==> src/rtl/instruction_fetch.sv <==
// Fetch stage: owns the fetch PC, issues credit-limited requests to instruction memory and
// buffers {instr, pc} for decode. Optional same-cycle bypass under IFETCH_BYPASS_EN.
module instruction_fetch #(
    parameter logic [31:0] RESET_PC   = 32'h0000_0000,
    parameter int          FIFO_DEPTH = 4
) (
    input  logic        i_clk,
    input  logic        i_arst,
    output logic        o_imemReqValid,
    input  logic        i_imemReqReady,
    output logic [31:0] o_imemReqAddr,
    input  logic        i_imemRspValid,
    input  logic [31:0] i_imemRspData,
    output logic        o_instrValid,
    input  logic        i_instrReady,
    output logic [31:0] o_instr,
    output logic [31:0] o_instrPc,
    input  logic        i_redirectValid,
    input  logic [31:0] i_redirectPc
);
    localparam int AW = $clog2(FIFO_DEPTH);
    localparam int CW = AW + 1;

    logic [31:0]   fetchPc;
    logic [CW-1:0] outstanding;
    logic [CW-1:0] outstandingNext;
    logic [CW-1:0] dropCount;
    logic [CW-1:0] fifoCount;
    logic [AW-1:0] fifoWrPtr;
    logic [AW-1:0] fifoRdPtr;
    logic [AW-1:0] pcqWrPtr;
    logic [AW-1:0] pcqRdPtr;
    logic [31:0]   fifoInstr [FIFO_DEPTH];
    logic [31:0]   fifoPc    [FIFO_DEPTH];
    logic [31:0]   pcQueue   [FIFO_DEPTH];

    logic [CW:0]   creditsUsed;
    logic          reqFire;
    logic          fifoEmpty;
    logic          fifoPush;
    logic          fifoPop;
    logic          bypassHit;
    logic [31:0]   rspPc;
    logic          unusedRedirectBits;

    assign unusedRedirectBits = ^i_redirectPc[1:0];

    // Buffered entries plus in-flight requests may never exceed the buffer depth.
    assign creditsUsed    = {1'b0, fifoCount} + {1'b0, outstanding};
    assign o_imemReqValid = !i_arst && (creditsUsed < (CW+1)'(FIFO_DEPTH));
    assign o_imemReqAddr  = fetchPc;
    assign reqFire        = o_imemReqValid && i_imemReqReady;
    assign rspPc          = pcQueue[pcqRdPtr];
    assign fifoEmpty      = (fifoCount == '0);

`ifdef IFETCH_BYPASS_EN
    assign bypassHit = !i_arst && fifoEmpty && (dropCount == '0) && !i_redirectValid && i_imemRspValid;
`else
    assign bypassHit = 1'b0;
`endif

    assign o_instrValid = !i_arst && !i_redirectValid && (!fifoEmpty || bypassHit);
    assign o_instr      = bypassHit ? i_imemRspData : (fifoEmpty ? 32'h0 : fifoInstr[fifoRdPtr]);
    assign o_instrPc    = bypassHit ? rspPc         : (fifoEmpty ? 32'h0 : fifoPc[fifoRdPtr]);

    assign fifoPop  = !fifoEmpty && !i_redirectValid && i_instrReady;
    assign fifoPush = i_imemRspValid && (dropCount == '0) && !i_redirectValid
                      && !(bypassHit && i_instrReady);

    assign outstandingNext = outstanding + CW'(reqFire) - CW'(i_imemRspValid);

    always_ff @(posedge i_clk or posedge i_arst) begin
        if (i_arst) begin
            fetchPc     <= RESET_PC;
            outstanding <= '0;
            dropCount   <= '0;
            fifoCount   <= '0;
            fifoWrPtr   <= '0;
            fifoRdPtr   <= '0;
            pcqWrPtr    <= '0;
            pcqRdPtr    <= '0;
        end else begin
            outstanding <= outstandingNext;
            pcqWrPtr    <= pcqWrPtr + AW'(reqFire);
            pcqRdPtr    <= pcqRdPtr + AW'(i_imemRspValid);
            if (i_redirectValid) begin
                fetchPc   <= {i_redirectPc[31:2], 2'b00};
                // Every response still in flight after this edge is stale, including ones
                // already marked for dropping (they are part of outstanding).
                dropCount <= outstandingNext;
                fifoCount <= '0;
                fifoWrPtr <= '0;
                fifoRdPtr <= '0;
            end else begin
                if (reqFire) begin
                    fetchPc <= fetchPc + 32'd4;
                end
                if (i_imemRspValid && (dropCount != '0)) begin
                    dropCount <= dropCount - 1'b1;
                end
                fifoCount <= fifoCount + CW'(fifoPush) - CW'(fifoPop);
                fifoWrPtr <= fifoWrPtr + AW'(fifoPush);
                fifoRdPtr <= fifoRdPtr + AW'(fifoPop);
            end
        end
    end

    generate
        for (genvar gi = 0; gi < FIFO_DEPTH; gi++) begin : g_entry
            always_ff @(posedge i_clk) begin
                if (reqFire && (pcqWrPtr == AW'(gi))) begin
                    pcQueue[gi] <= fetchPc;
                end
                if (fifoPush && (fifoWrPtr == AW'(gi))) begin
                    fifoInstr[gi] <= i_imemRspData;
                    fifoPc[gi]    <= rspPc;
                end
            end
        end
    endgenerate

    rspNeedsRequest: assert property (@(posedge i_clk) disable iff (i_arst)
        i_imemRspValid |-> (outstanding != '0));

endmodule

==> config.mk <==
export PLATFORM = sky130hd
export DESIGN_NAME = instruction_fetch
export DESIGN_NICKNAME = d
export VERILOG_FILES = /design/src/rtl/instruction_fetch.sv
export SDC_FILE = /design/constraint.sdc
export NUM_CORES = 1
export LEC_CHECK = 0
export BUFFER_PORTS_ARGS = -buffer_cell sky130_fd_sc_hd__buf_2
export CORE_MARGIN = 3
export CORE_UTILIZATION = 53
export CTS_CLUSTER_SIZE = 28
export DETAILED_ROUTE_END_ITERATION = 7
export PLACE_DENSITY = 0.7
export SETUP_SLACK_MARGIN = 0.2
export SYNTH_ARGS = -nofsm -noshare
export SYNTH_HDL_FRONTEND = slang
export SYNTH_SLANG_ARGS = --single-unit
==> constraint.sdc <==
create_clock -name i_clk -period 8.69 [get_ports i_clk]
set_input_delay 1.738 -clock i_clk [delete_from_list [all_inputs] [get_ports i_clk]]
set_output_delay 1.738 -clock i_clk [all_outputs]
set_load 0.03 [all_outputs]
* Word-level counts from Yosys, hierarchy flattened
Memory sizes are Yosys's and may differ from the RTL's. Index checks and enable logic that the tools add are counted.
Word-level totals: flip-flop bits (word level) 49, RAM bits 384, bits of input ports 70, output and inout bits 98, word-level logic and storage cells 117, memories kept 3
Memories:
- fifoInstr | words 4, bits a word 32, read ports 1, clocked after Yosys merged registers in 0, write ports 1, RTL line 33 | logic [31:0] fifoInstr [FIFO_DEPTH];
- fifoPc | words 4, bits a word 32, read ports 1, clocked after Yosys merged registers in 0, write ports 1, RTL line 34 | logic [31:0] fifoPc [FIFO_DEPTH];
- pcQueue | words 4, bits a word 32, read ports 1, clocked after Yosys merged registers in 0, write ports 1, RTL line 35 | logic [31:0] pcQueue [FIFO_DEPTH];
Cells by class: add/subtract/negate cells 11, $lt $le $gt $ge 1, equal/unequal tests 6, muxes and demuxes 52, reduce and logical (&&, ||, !) cells 36
Operators with widths (number):
- two-way mux 32 bit | 13
- OR reduction 32 bit | 9
- adder 32 x 3 -> 32 bit, second input constant | 1
- two-way mux 1 bit | 25
- two-way mux 2 bit | 11
- logical AND 1 bit | 17
- two-way mux 3 bit | 3
- adder 2 x 1 -> 2 bit | 4
- == test 2 bit, second input constant | 4
- adder 3 x 1 -> 3 bit | 2
- zero test 3 bit | 2
- subtractor 3 x 1 -> 3 bit | 2
- adder 3 x 3 -> 4 bit | 1
- == test 2 x 1 -> 1 bit, second input constant | 2
- zero test 2 bit | 2
- < comparator 4 x 3 -> 1 bit, second input constant | 1
- nonzero test 2 bit | 2
- zero test 1 bit | 3
- nonzero test 3 bit | 1
- subtractor 3 x 1 -> 3 bit, second input constant | 1

* Logic depth before layout (Yosys ltp)
depth after elaboration 11, depth in mapped cells 13, gate-level depth less buffers 11

* Worst setup path after synthesis
OpenSTA, ideal clock, no wires.
path type input to register, start point input i_redirectValid, end point memory fifoInstr[1][0] (enable), library setup time 0.571 ns, arrival time 6.574 ns, required time 8.119 ns, slack 1.545 ns, stages on the path 3, path buffers 0, cell sequence clkinv_1 > nand3b_1 > nor3b_1
Between the ends: longest elaborated chain between the ends 9, elaborated cells on any way between the ends 23, those cells by class mux: 14; reduce/logical: 9
Ends and longest elaborated chain:
- start, declared | RTL line 18 | input logic i_redirectValid,
- zero test 1 bit (*) | RTL line 67 | assign fifoPush = i_imemRspValid && (dropCount == '0) && !i_redirectValid
- logical AND 1 bit (*) | RTL line 67
- logical AND 1 bit | RTL line 114 | if (fifoPush && (fifoWrPtr == AW'(gi))) begin
- two-way mux 1 bit | RTL line 114
- two-way mux 1 bit (implied by the code) | RTL line 115 | fifoInstr[gi] <= i_imemRspData;
- OR reduction 32 bit (no line)
- two-way mux 2 bit (no line) or two-way mux 1 bit (tied branches) (3 in a row)
- end, declared | RTL line 33
Mark *: on every way between the ends. The rest lies on a longest branch, timed or not.

* Worst setup path in the final report
start point register fifoRdPtr[0], end point output o_instrPc[18]
Between the ends: longest elaborated chain between the ends 2
Ends and longest elaborated chain:
- start, declared | RTL line 30 | logic [AW-1:0] fifoRdPtr;
- start signal, assigned | RTL line 103 | fifoRdPtr <= fifoRdPtr + AW'(fifoPop);
- memory (4 x 32 bit)
- two-way mux 32 bit | RTL line 64 | assign o_instrPc = bypassHit ? rspPc : (fifoEmpty ? 32'h0 : fifoPc[fifoRdPtr]);
- end, declared | RTL line 17 | output logic [31:0] o_instrPc,
Every way passes these cells.

==> run_summary.xml <==
<?xml version="1.0" encoding="UTF-8"?>
<metrics>
  <group name="power">
    <metric name="ir_worst_vdd" unit="V">0.000207</metric>
    <metric name="total_leakage_power" unit="uW">0.00662</metric>
    <metric name="total_power_divided_by_cell_area" unit="nW/um2">307</metric>
  </group>
  <group name="clock_tree">
    <metric name="tritoncts" unit="">yes</metric>
    <metric name="cts.htree.levels" unit="">2</metric>
    <metric name="max-clock-path-buffers" unit="">3</metric>
    <metric name="cts.hold.buffers_added" unit="">0</metric>
    <metric name="clk_pin_slew_worst_paths" unit="ns">0.06</metric>
    <metric name="count_of_clock_tree_sinks" unit="">415</metric>
    <metric name="cts-buffers-inserted" unit="">42</metric>
    <metric name="cts.repair_timing.setup_buffer_count" unit="">0</metric>
    <metric name="clockRootBuffer" unit="">sky130_fd_sc_hd__clkbuf_16</metric>
    <metric name="post_cts_resize_count" unit="">0</metric>
    <metric name="clock_latency" unit="ns">0.53</metric>
  </group>
  <group name="setup_path">
    <metric name="largest_delay_share_family_worst_path" unit="">buffers and inverters</metric>
    <metric name="critPathCaptureType" unit="">output port</metric>
    <metric name="critical_path_required" unit="ns">6.95</metric>
    <metric name="path_buf_inv" unit="">2</metric>
    <metric name="critical_path_cell_list" unit="">buf_4 -&gt; mux4_2 -&gt; nor2b_1 -&gt; buf_2</metric>
    <metric name="max_fanout_on_critical_path" unit="">49</metric>
    <metric name="cpMaxStageDelayCell" unit="">sky130_fd_sc_hd__buf_4</metric>
    <metric name="worst_ep_arrival_time" unit="ns">3.06</metric>
    <metric name="worstSetupPathType" unit="">reg2out</metric>
    <metric name="critical_path.max_stage_delay" unit="ns">0.82</metric>
    <metric name="reg2reg_setup_slack" unit="ns">5.28</metric>
    <metric name="crit_path_start_kind" unit="">flop</metric>
  </group>
  <group name="drt">
    <metric name="drc_errors" unit="">0</metric>
    <metric name="drt_first_iter_violations" unit="">649</metric>
    <metric name="detail_route.vias_per_cell" unit="">5.96</metric>
    <metric name="num_vias" unit="">8880</metric>
    <metric name="antenna_left" unit="">0</metric>
    <metric name="drt_wl_total" unit="mm">32.4</metric>
    <metric name="drt_pass1_iterations" unit="">5</metric>
    <metric name="wire_per_inst" unit="um">21.8</metric>
  </group>
  <group name="final_layout">
    <metric name="fill_cells" unit="">2161</metric>
    <metric name="post-route-cell-area" unit="um2">19400</metric>
    <metric name="multiInputGateArea" unit="um2">4160</metric>
    <metric name="regArea" unit="um2">12200</metric>
    <metric name="mostFrequentLayoutCell" unit="">sky130_fd_sc_hd__edfxtp_1</metric>
    <metric name="finalNonFillerCells" unit="">1489</metric>
    <metric name="final_layout_size_suffix_gt1_share" unit="%">32.4</metric>
    <metric name="finish.net_count" unit="">1145</metric>
    <metric name="area.growth.synth_to_final" unit="%">16.7</metric>
    <metric name="layout.cells.most_common_list" unit="">368 x sky130_fd_sc_hd__edfxtp_1, 161 x sky130_fd_sc_hd__buf_2, 92 x sky130_fd_sc_hd__mux4_2</metric>
    <metric name="diodes_inserted" unit="">0</metric>
  </group>
  <group name="global_routing">
    <metric name="antenna_found_initial" unit="">0</metric>
    <metric name="wire_length_of_the_first_global_routing_pass" unit="mm">50.9</metric>
    <metric name="vias_in_the_first_global_route" unit="">9014</metric>
    <metric name="largest_net_degree_at_the_start_of_global_routing" unit="">63</metric>
    <metric name="grt.overflow.total" unit="">0</metric>
    <metric name="grt_usage" unit="%">19.5</metric>
  </group>
  <group name="die">
    <metric name="floorplan.rows" unit="">64</metric>
    <metric name="die_h" unit="um">183</metric>
    <metric name="die_w" unit="um">183</metric>
    <metric name="floorplan.die_area" unit="um2">33500</metric>
    <metric name="core" unit="um2">30700</metric>
    <metric name="start_util" unit="%">54.0</metric>
    <metric name="io_pins" unit="">168</metric>
  </group>
  <group name="timing">
    <metric name="pin_slew_with_the_least_headroom_to_its_limit" unit="ns">1.04</metric>
    <metric name="tns" unit="ns">0</metric>
    <metric name="fin_hold_ws" unit="ns">0.572</metric>
    <metric name="slew_headroom" unit="%">30.2</metric>
    <metric name="worst_clock_skew" unit="ns">0.0125</metric>
    <metric name="setup-violations-final" unit="">0</metric>
    <metric name="min_period_over_period" unit="%">55.2</metric>
    <metric name="rsz0062_at_grt" unit="">false</metric>
    <metric name="min_period" unit="ns">4.80</metric>
    <metric name="max_clock_freq" unit="MHz">209</metric>
    <metric name="timing.final.hold_violations" unit="">0</metric>
    <metric name="maxSlewViolCount" unit="">0</metric>
  </group>
  <group name="synthesis">
    <metric name="ys_dominant_reg_cell" unit="">sky130_fd_sc_hd__edfxtp_1</metric>
    <metric name="post_synthesis_area_per_instance" unit="um2">18.8</metric>
    <metric name="synth-edff-count" unit="">368</metric>
    <metric name="sequential_fraction_of_the_synthesis_area" unit="%">73.6</metric>
    <metric name="synth_cells" unit="">883</metric>
    <metric name="synthArstFlopShare" unit="%">11.3</metric>
    <metric name="post_synth_instance_area" unit="um2">16600</metric>
    <metric name="number_of_warning_messages_in_the_yosys_log" unit="">0</metric>
    <metric name="ys_ff_latch" unit="">415</metric>
    <metric name="yosys.cell_types.count" unit="">54</metric>
  </group>
  <group name="status">
    <metric name="outcome" unit="">completed</metric>
  </group>
  <group name="place">
    <metric name="placedCellCount" unit="">1412</metric>
    <metric name="place.port_buffers" unit="">161</metric>
    <metric name="finalWeightedCongestion" unit="">0.806</metric>
    <metric name="dp.final_hpwl" unit="mm">18.8</metric>
    <metric name="place_area" unit="um2">17900</metric>
  </group>
  <group name="job">
    <metric name="max_cap_viol_count" unit="">0</metric>
  </group>
  <group name="min_path">
    <metric name="hold_path_class" unit="">reg2reg</metric>
  </group>
</metrics>
[path summary, 6_finish.rpt]
kind,startpoint,endpoint,depth (start not counted)
max,fifoRdPtr[0],o_instrPc[18],4
min,pcqWrPtr[1],pcqWrPtr[1],1
max reg2reg,fifoCount[2],dropCount[2],11
min reg2reg,pcqWrPtr[1],pcqWrPtr[1],1
max in group asynchronous,i_arst,fifoRdPtr[0],2
min in group asynchronous,i_arst,o_imemReqAddr[16],2
[state kept, by name, indices dropped and copies added, names as in the netlist]
| signal | flops |
|---|---|
| fifoCount | 3 |
| fifoRdPtr | 2 |
| dropCount | 3 |
| pcQueue | 120 |
| pcqRdPtr | 2 |
| fifoWrPtr | 2 |
| fifoPc | 120 |
| o_imemReqAddr | 30 |
| pcqWrPtr | 2 |
| outstanding | 3 |
| fifoInstr | 128 |
[per-stage QoR]
stage	power (uW)	util, %	worst slack, ns
after floorplan	3630	-	1.54
after global placement	4060	58.1	3.58
after detailed placement	4090	58.1	3.51
after CTS	6020	63.0	3.80
after global routing	6220	63.0	3.65
final	5950	63.0	3.89
[synthesized netlist by cell type, types with 12 or more instances]
library cell	count	area share [%]
sky130_fd_sc_hd__o21ai_0	13	0.39
sky130_fd_sc_hd__dfrtp_1	47	7.1
sky130_fd_sc_hd__nor2b_1	69	2.6
sky130_fd_sc_hd__edfxtp_1	368	67
sky130_fd_sc_hd__mux4_2	92	12
sky130_fd_sc_hd__o31ai_1	12	0.54
sky130_fd_sc_hd__inv_1	13	0.29
sky130_fd_sc_hd__nand3_1	16	0.48
sky130_fd_sc_hd__ha_1	13	0.98
sky130_fd_sc_hd__a31oi_1	12	0.45
sky130_fd_sc_hd__or4_1	13	0.59
sky130_fd_sc_hd__nand4_1	23	0.87
sky130_fd_sc_hd__clkbuf_1	23	0.52
sky130_fd_sc_hd__nor2_1	26	0.59
sky130_fd_sc_hd__nand2_1	33	0.75
[kinds of logic after synthesis]
kind of cell | count (synthesis) | synth area share (%)
AND/OR/NAND/NOR | 225 | 7.80
other | 1 | 0.0226
buffers and inverters | 59 | 1.58
multiplexers | 93 | 12.5
AO/OA/AOI/OAI | 61 | 2.46
XOR/XNOR | 14 | 0.738
flip-flops | 415 | 73.6
adder cells (fa/ha/maj) | 15 | 1.22
[layer usage]
layer	up-vias	share of wire, %	track usage, %
li1	3921	-	-
met1	4553	43	28.3
met2	356	48	31.5
met3	50	6.8	3.43
met4	0	1.8	5.12
met5	-	0	0
[power breakdown]
| group | internal [uW] | leakage (uW) | switching (uW) |
|---|---|---|---|
| clock | 1230 | 0.000741 | 708 |
| combinational | 510 | 0.00202 | 938 |
| sequential | 2420 | 0.00386 | 148 |
| total | 4160 | 0.00662 | 1790 |
[cell type report]
class | instances | share of cell area [%]
inverter | 15 | 0.291
clock buffer | 53 | 6.07
sequential | 415 | 63.1
timing repair buffer | 174 | 4.66
tap | 396 | 2.56
clock inverter | 24 | 1.81
multi-input combinational | 412 | 21.5
Power figures use the tool's default switching activity.
